File: config.mk
export PLATFORM = sky130hd
export DESIGN_NAME = ifid_hazard_ctrl
export DESIGN_NICKNAME = d
export VERILOG_FILES = /design/src/rtl/ifid_hazard_ctrl_pkg.sv /design/src/rtl/ifid_hazard_ctrl_parser.sv /design/src/rtl/ifid_hazard_ctrl.sv
export SDC_FILE = /design/constraint.sdc
export NUM_CORES = 1
export LEC_CHECK = 0
export ABC_AREA = 1
export BUFFER_PORTS_ARGS = -buffer_cell sky130_fd_sc_hd__buf_2
export CORE_MARGIN = 3
export CORE_UTILIZATION = 45
export CTS_BUF_LIST = sky130_fd_sc_hd__clkbuf_4
export CTS_CLUSTER_DIAMETER = 80
export DETAILED_ROUTE_END_ITERATION = 8
export PLACE_DENSITY = 0.82
export SKIP_CTS_REPAIR_TIMING = 1
export SKIP_LAST_GASP = 1
export SLEW_MARGIN = 10
export SYNTH_ARGS = -nofsm -noshare
export SYNTH_HDL_FRONTEND = slang
export SYNTH_SLANG_ARGS = --single-unit
File: constraint.sdc
create_clock -name clk -period 1.75 [get_ports clk]
set_input_delay 0 -clock clk [delete_from_list [all_inputs] [get_ports clk]]
set_output_delay 0 -clock clk [all_outputs]
set_load 0.05 [all_outputs]
File: src/rtl/ifid_hazard_ctrl_pkg.sv
// Shared decode constants, reset defaults and the FSM state type for the IF/ID hazard controller.
// Also holds the small decode predicates used to classify the instruction sitting in ID.
package ifid_hazard_ctrl_pkg;

    localparam logic [5:0] OP_RTYPE   = 6'h00;
    localparam logic [5:0] OP_BEQ     = 6'h04;
    localparam logic [5:0] OP_BNE     = 6'h05;
    localparam logic [5:0] OP_SW      = 6'h2B;

    localparam logic [5:0] FN_MFHI    = 6'h10;
    localparam logic [5:0] FN_MFLO    = 6'h12;
    localparam logic [5:0] FN_MULT    = 6'h18;
    localparam logic [5:0] FN_MULTU   = 6'h19;
    localparam logic [5:0] FN_DIV     = 6'h1A;
    localparam logic [5:0] FN_DIVU    = 6'h1B;
    localparam logic [5:0] FN_SYSCALL = 6'h0C;

    // sll $0,$0,0
    localparam logic [31:0] DEFAULT_NOP_INS = 32'h0000_0000;

    typedef enum logic {
        RUN  = 1'b0,
        HALT = 1'b1
    } state_t;

    function automatic logic reads_rt(input logic [5:0] op);
        return (op == OP_RTYPE) || (op == OP_BEQ) || (op == OP_BNE) || (op == OP_SW);
    endfunction

    function automatic logic is_mfhilo(input logic [5:0] op, input logic [5:0] funct);
        return (op == OP_RTYPE) && ((funct == FN_MFHI) || (funct == FN_MFLO));
    endfunction

    function automatic logic is_muldiv(input logic [5:0] op, input logic [5:0] funct);
        return (op == OP_RTYPE) &&
               ((funct == FN_MULT) || (funct == FN_MULTU) ||
                (funct == FN_DIV)  || (funct == FN_DIVU));
    endfunction

    function automatic logic is_sys(input logic [5:0] op, input logic [5:0] funct);
        return (op == OP_RTYPE) && (funct == FN_SYSCALL);
    endfunction

endpackage

File: src/rtl/ifid_hazard_ctrl_parser.sv
// Field splitter for a MIPS instruction word: opcode, rs, rt and funct.
// Only the fields needed for hazard decode are exported.
module parser (
    input  logic [31:0] ins,
    output logic [5:0]  op,
    output logic [4:0]  rs,
    output logic [4:0]  rt,
    output logic [5:0]  funct
);

    // rd/shamt/immediate bits are not needed by the hazard logic
    logic unused_fields;

    always_comb begin
        op            = ins[31:26];
        rs            = ins[25:21];
        rt            = ins[20:16];
        funct         = ins[5:0];
        unused_fields = ^ins[15:6];
    end

endmodule

File: src/rtl/ifid_hazard_ctrl.sv
// IF/ID pipeline register with ID-stage hazard sequencing: load-use stall, branch flush,
// HI/LO busy interlock for mfhi/mflo, and a syscall HALT state left via resume.
module ifid_hazard_ctrl
    import ifid_hazard_ctrl_pkg::*;
#(
    parameter int unsigned MULDIV_LAT = 4,
    parameter logic [31:0] NOP_INS    = DEFAULT_NOP_INS
) (
    input  logic        clk,
    input  logic        rst,
    input  logic [31:0] if_ins,
    input  logic [31:0] if_pc,
    input  logic        if_valid,
    input  logic        ex_memread,
    input  logic [4:0]  ex_rt,
    input  logic        branch_taken,
    input  logic        resume,
    output logic [31:0] id_ins,
    output logic [31:0] id_pc,
    output logic        id_valid,
    output logic        pc_stall,
    output logic        idex_bubble,
    output logic        muldiv_busy,
    output logic        halted
);

    localparam logic [3:0] LAT_CNT = 4'(MULDIV_LAT);

    state_t      state;
    state_t      state_next;

    logic [5:0]  op;
    logic [4:0]  rs;
    logic [4:0]  rt;
    logic [5:0]  funct;

    logic [3:0]  busy_cnt;
    logic        load_use;
    logic        hilo_wait;
    logic        stall;
    logic        advance;
    logic        flush;
    logic        sys_leaving;

    parser u_parser (
        .ins   (id_ins),
        .op    (op),
        .rs    (rs),
        .rt    (rt),
        .funct (funct)
    );

    always_comb begin
        load_use    = id_valid && ex_memread && (ex_rt != 5'd0) &&
                      ((rs == ex_rt) || (reads_rt(op) && (rt == ex_rt)));
        hilo_wait   = id_valid && is_mfhilo(op, funct) && muldiv_busy;
        stall       = (state == RUN) && (load_use || hilo_wait);
        sys_leaving = id_valid && is_sys(op, funct);
        muldiv_busy = (busy_cnt != 4'd0);
        halted      = (state == HALT);
    end

    always_ff @(posedge clk or posedge rst) begin
        if (rst) begin
            state <= RUN;
        end else begin
            state <= state_next;
        end
    end

    always_comb begin
        state_next = state;
        case (state)
            RUN:  if (advance && sys_leaving) state_next = HALT;
            HALT: if (resume) state_next = RUN;
            default: state_next = RUN;
        endcase
    end

    // A taken branch wins over a coincident stall, so the flush path drops the stall outputs.
    always_comb begin
        pc_stall    = 1'b0;
        idex_bubble = 1'b0;
        advance     = 1'b0;
        flush       = 1'b0;
        case (state)
            RUN: begin
                if (branch_taken) begin
                    flush = 1'b1;
                end else if (stall) begin
                    pc_stall    = 1'b1;
                    idex_bubble = 1'b1;
                end else begin
                    advance = 1'b1;
                end
            end
            HALT: begin
                pc_stall    = 1'b1;
                idex_bubble = 1'b1;
            end
            default: ;
        endcase
    end

    always_ff @(posedge clk or posedge rst) begin
        if (rst) begin
            id_ins   <= NOP_INS;
            id_pc    <= '0;
            id_valid <= 1'b0;
            busy_cnt <= '0;
        end else begin
            if (flush || (advance && sys_leaving)) begin
                id_ins   <= NOP_INS;
                id_pc    <= '0;
                id_valid <= 1'b0;
            end else if (advance) begin
                id_ins   <= if_ins;
                id_pc    <= if_pc;
                id_valid <= if_valid;
            end

            // Counter free-runs through stall, flush and HALT; only a retiring mult/div reloads it.
            if (advance && id_valid && is_muldiv(op, funct)) begin
                busy_cnt <= LAT_CNT;
            end else if (busy_cnt != 4'd0) begin
                busy_cnt <= busy_cnt - 4'd1;
            end
        end
    end

endmodule
# [Yosys cells after proc, flatten, opt, wreduce, memory -nomap -nowiden]
# Cells that the tools add are included.
[classes] eq_ne=12 reduce_logical=29 bitwise=1 add_sub_neg=1 muxes=19
[ops] cell="$mux W32" count=4
[ops] cell="$eq A6 B5 Y1 const B" count=6
[ops] cell="$logic_and A1 B1 Y1" count=14
[ops] cell="$eq A6 B3 Y1 const B" count=2
[ops] cell="$mux W1" count=11
[ops] cell="$eq A5 B5 Y1" count=2
[ops] cell="$logic_or A1 B1 Y1" count=10
[ops] cell="$mux W4" count=2
[ops] cell="$eq A6 B4 Y1 const B" count=1
[ops] cell="$eq A6 B6 Y1 const B" count=1
[ops] cell="$logic_not A6 Y1" count=1
[ops] cell="$reduce_bool A5 Y1" count=1
[ops] cell="$pmux W1 S2" count=2
[ops] cell="$reduce_bool A2 Y1" count=2
[ops] cell="$reduce_bool A4 Y1" count=1
[ops] cell="$sub A4 B1 Y4 const B" count=1
[ops] cell="$not A1 Y1" count=1
[totals] elab_cells=67 out_inout_bits=69 input_bits=75 ff_bits=70

# [Depth between registers and ports, before layout]
[logic_depth] ltp_word=15 mapped_depth=12

# [Hierarchy]
# From an unflattened synthesis, not the netlist that was laid out.
[unflattened] cells_unflattened=415 hier_area_um2=3547.2
[by_module_without_submodules] mod="ifid_hazard_ctrl" area_per_inst_um2=3382.0 cells_per_inst=393 instances=1
[by_module_without_submodules] mod="parser" area_per_inst_um2=165.2 cells_per_inst=22 instances=1

# [Worst setup path before layout]
# No wires, ideal clock.
[synth_path] path_kind="reg2out" start="register busy_cnt[0]" end="output port pc_stall" stages_incl_launch_ff=10 path_slack_ns=-0.632 required_time_ns=1.750 arrival_time_ns=2.382 cell_sequence="dfrtp_1 inv_1 ha_1 nand2_1 nand4_2 nand3_2 buf_6 buf_4 and2_1 buf_4"
[synth_via] elab_chain_len=7
[synth_rtl] element="start: declaration" line="ifid_hazard_ctrl.sv:37" source="logic [3:0] busy_cnt;"
[synth_rtl] element="start signal: assignment" line="ifid_hazard_ctrl.sv:126" source="busy_cnt <= busy_cnt - 4'd1;"
[synth_rtl] element="$reduce_bool A4 Y1" line="ifid_hazard_ctrl.sv:59" source="muldiv_busy = (busy_cnt != 4'd0);"
[synth_rtl] element="via muldiv_busy" line="ifid_hazard_ctrl.sv:23" source="output logic muldiv_busy,"
[synth_rtl] element="$logic_and A1 B1 Y1" line="ifid_hazard_ctrl.sv:56" source="hilo_wait = id_valid && is_mfhilo(op, funct) && muldiv_busy;"
[synth_rtl] element="$logic_or A1 B1 Y1" line="ifid_hazard_ctrl.sv:57" source="stall = (state == RUN) && (load_use || hilo_wait);"
[synth_rtl] element="$logic_and A1 B1 Y1" line="ifid_hazard_ctrl.sv:57"
[synth_rtl] element="$mux W1 (2 in a row)"
[synth_rtl] element="$pmux W1 S2"
[synth_rtl] element="end: declaration" line="ifid_hazard_ctrl.sv:21" source="output logic pc_stall,"
# The timed path passes the listed nets, and every way through them passes these cells.

# [Final worst setup path]
[layout_path] start="register id_ins[22]" end="output port idex_bubble"
[layout_via] elab_chain_len=8
[layout_rtl] element="start: declaration" line="ifid_hazard_ctrl.sv:18" source="output logic [31:0] id_ins,"
[layout_rtl] element="start signal: assignment" line="ifid_hazard_ctrl.sv:117" source="id_ins <= if_ins;"
[layout_rtl] element="$eq A5 B5 Y1" line="ifid_hazard_ctrl.sv:55" source="((rs == ex_rt) || (reads_rt(op) && (rt == ex_rt)));"
[layout_rtl] element="$logic_or A1 B1 Y1" line="ifid_hazard_ctrl.sv:55"
[layout_rtl] element="$logic_and A1 B1 Y1" line="ifid_hazard_ctrl.sv:54" source="load_use = id_valid && ex_memread && (ex_rt != 5'd0) &&"
[layout_rtl] element="$logic_or A1 B1 Y1" line="ifid_hazard_ctrl.sv:57"
[layout_rtl] element="$logic_and A1 B1 Y1" line="ifid_hazard_ctrl.sv:57"
[layout_rtl] element="$mux W1" line="ifid_hazard_ctrl.sv:90" source="end else if (stall) begin"
[layout_rtl] element="$mux W1" line="ifid_hazard_ctrl.sv:88" source="if (branch_taken) begin"
[layout_rtl] element="$pmux W1 S2" line="ifid_hazard_ctrl.sv:86" source="case (state)"
[layout_rtl] element="end: declaration" line="ifid_hazard_ctrl.sv:22" source="output logic idex_bubble,"
# Every way passes these cells.

==> impl_metrics.sql <==
INSERT INTO impl_metrics (metric_group, metric, value, unit) VALUES
('yosys', 'ys_seq_area_share', '50.5', '%'),
('critical_path', 'worst-endpoint-arrival', '1.97', 'ns'),
('sta', 'timing.final.hold_violations', '0', ''),
('clock_network', 'clkTransAtPathRegs', '0.13', 'ns'),
('floorplanning', 'pin_count', '144', ''),
('pwr', 'ir_worst_vdd', '440', 'uV'),
('critical_path', 'critical_path.cell_chain', 'xor2_1, nor2_1, nand3_1, o21ai_2, nand2_2, nand3_4, buf_12, and2_4, buf_8', ''),
('routing', 'avgRoutedWirePerCell', '16.0', 'microns'),
('yosys', 'synth_enable_flop_cells', '0', ''),
('sta', 'max_freq', '507', 'MHz'),
('place', 'place.gp.congestion', '0.790', ''),
('cells_and_area', 'area_growth', '53.1', '%'),
('clock_network', 'clock_tree.htree_level_count', '3', ''),
('sta', 'rsz0062_at_grt', 'true', ''),
('floorplanning', 'core-area', '7370', 'sq um'),
('routing', 'drt_first_iter_violations', '273', ''),
('global_route', 'grt-ovfl-total', '0', ''),
('yosys', 'combined_area_of_all_synthesized_cells', '3470', 'sq um'),
('critical_path', 'worst_path_dominant_cell_family', 'simple AND/OR/NAND/NOR gates', ''),
('run_status', 'outcome', 'finished with violations', ''),
('clock_network', 'cts.sink_count', '70', ''),
('cells_and_area', 'drive_gt1_share', '37.9', '%'),
('cells_and_area', 'layout.cells.most_common_list', 'buf_2, nand2_1, nand4_1', ''),
('floorplanning', 'total_number_of_placement_rows', '31', ''),
('yosys', 'synth_seq_cells', '70', ''),
('yosys', 'asyncSetResetFlopFracSynth', '100', '%'),
('clock_network', 'clock_tree.root_cell', 'clkbuf_4', ''),
('global_route', 'grt_antenna_before_repair', '0', ''),
('critical_path', 'setup_crit_end_kind', 'primary output', ''),
('cells_and_area', 'antenna_cells_inserted', '0', ''),
('place', 'post-place-cells', '625', ''),
('global_route', 'grt_max_degree', '49', ''),
('routing', 'post_drt_via_cell_ratio', '5.45', ''),
('global_route', 'wire_length_of_the_first_global_routing_pass', '15.6', 'mm'),
('clock_network', 'insertion_delay', '0.43', 'ns'),
('critical_path', 'cpMaxStageDelayCell', 'dfrtp_2', ''),
('cells_and_area', 'stdcell_count', '719', ''),
('floorplanning', 'dieHeight', '93.8', 'microns'),
('run_status', 'violations', 'setup timing', ''),
('critical_path', 'crit_path_max_fanout', '5', ''),
('yosys', 'synthFlopType', 'dfrtp_1', ''),
('sta', 'finalClockSkew', '0.0295', 'ns'),
('routing', 'routed_wirelength', '11.5', 'mm'),
('sta', 'timing.final.crit_period', '1.97', 'ns'),
('critical_path', 'crit_path_max_incr_delay', '0.45', 'ns'),
('hold_path', 'min_path_type', 'in -> async', ''),
('sta', 'setup_viol_count_final', '67', ''),
('sta', 'max_slew_margin', '65.0', '%'),
('pwr', 'total_leakage_power', '2.61', 'nW'),
('floorplanning', 'die_width', '93.8', 'microns'),
('critical_path', 'start_kind', 'flip-flop', ''),
('clock_network', 'tritoncts', 'yes', ''),
('sta', 'finalCritPeriodShare', '113', '%'),
('run', 'max-cap-violations', '0', ''),
('routing', 'first_pass_iters', '8', ''),
('place', 'io_buffers', '143', ''),
('sta', 'fin_setup_tns', '-7.06', 'ns'),
('routing', 'route.detailed.drc', '0', ''),
('yosys', 'syn_nets', '477', ''),
('floorplanning', 'initial_core_util', '47.1', '%'),
('floorplanning', 'die_area', '8800', 'sq um'),
('critical_path', 'timing.rr.start', 'id_ins[22]', ''),
('critical_path', 'timing.critical_path.required', '1.75', 'ns'),
('yosys', 'yosys.cell_types.count', '27', ''),
('critical_path', 'worst-setup-path-type', 'reg -> out', ''),
('critical_path', 'rrSetupSlack', '-0.17', 'ns'),
('global_route', 'grt_pass1_vias', '3328', ''),
('yosys', 'syn-mean-instance-area', '8.68', 'sq um'),
('sta', 'final_critical_path_setup_slack', '-0.222', 'ns'),
('clock_network', 'cts-buffers-inserted', '9', ''),
('critical_path', 'cp_buf_inv_count', '2', '');
[layer usage]
layer | part of all wire [%] | up-vias | track usage, %
met3 | 7.1 | 36 | 3.53
met1 | 39 | 1857 | 28.4
li1 | - | 1824 | -
met4 | 3.1 | 0 | 9.51
met2 | 51 | 199 | 37.8
met5 | 0 | - | 0
[worst min-delay path, delay by kind of cell]
kind                   cells  cell delay, ns
buffers and inverters      3            1.03
[cell families after synthesis]
logic type               share of synthesized area (%)
XOR/XNOR                                          1.77
buffers and inverters                             8.80
flip-flops                                        50.5
AND/OR/NAND/NOR                                   27.1
adder cells (fa/ha/maj)                          0.721
AO/OA/AOI/OAI                                     11.2
[state kept, by name, summed over array words and instances, names as in the netlist]
signal / count
id_ins: 32
id_valid: 1
halted: 1
busy_cnt: 4
id_pc: 32
[cell usage after synthesis, types with 4 or more instances]
cell | number | share of area (%)
buf_2 | 13 | 1.9
a21oi_1 | 55 | 7.9
nor2_1 | 20 | 2.2
buf_1 | 4 | 0.43
a21oi_2 | 10 | 2.5
dfrtp_1 | 70 | 50
buf_6 | 7 | 2.3
nand2_1 | 93 | 10
nand3_1 | 5 | 0.72
nand4_1 | 69 | 12
xnor2_1 | 5 | 1.3
clkbuf_1 | 6 | 0.65
buf_4 | 6 | 1.3
inv_1 | 18 | 1.9
[how the worst max path moves through the flow]
stage                     startpoint     endpoint  cells past startpoint
final                     id_ins[22]  idex_bubble                      9
after floorplan            id_ins[0]     pc_stall                      7
after global routing      id_ins[31]   id_ins[12]                     12
after detailed placement   id_ins[0]   id_ins[27]                      7
after global placement     id_ins[0]   id_ins[27]                      7
after CTS                  id_ins[0]  idex_bubble                      7
[where the power goes]
group | total, W | internal, W | switching [W]
combinational | 0.00132 | 0.000499 | 0.000818
clock | 0.00114 | 0.000581 | 0.000561
sequential | 0.00186 | 0.00176 | 0.000104
total | 0.00432 | 0.00284 | 0.00148
[cell type report]
class / instances / area, sq um / share of cell area [%]
Inverter: 21 / 82.6 / 1.55
Clock inverter: 5 / 75.1 / 1.41
Multi-Input combinational cell: 273 / 1480 / 27.8
Clock buffer: 10 / 75.1 / 1.41
Sequential cell: 70 / 1780 / 33.4
Timing Repair Buffer: 241 / 1700 / 32.1
Tap cell: 99 / 124 / 2.33
[stage by stage]
step	setup slack [ns]	utilization (%)	cell area [sq um]	total power, W	hold WS (ns)
after floorplan	-0.123	-	3510	0.00271	0.0964
after global placement	-0.0307	59.0	4350	0.00300	0.0601
after detailed placement	-0.0258	59.0	4350	0.00304	0.0728
after CTS	-0.391	61.0	4500	0.00418	-0.398
after global routing	-0.429	72.1	5310	0.00454	0.212
final	-0.222	72.1	5310	0.00432	0.170
No activity file was read; power rests on OpenSTA's default activity.
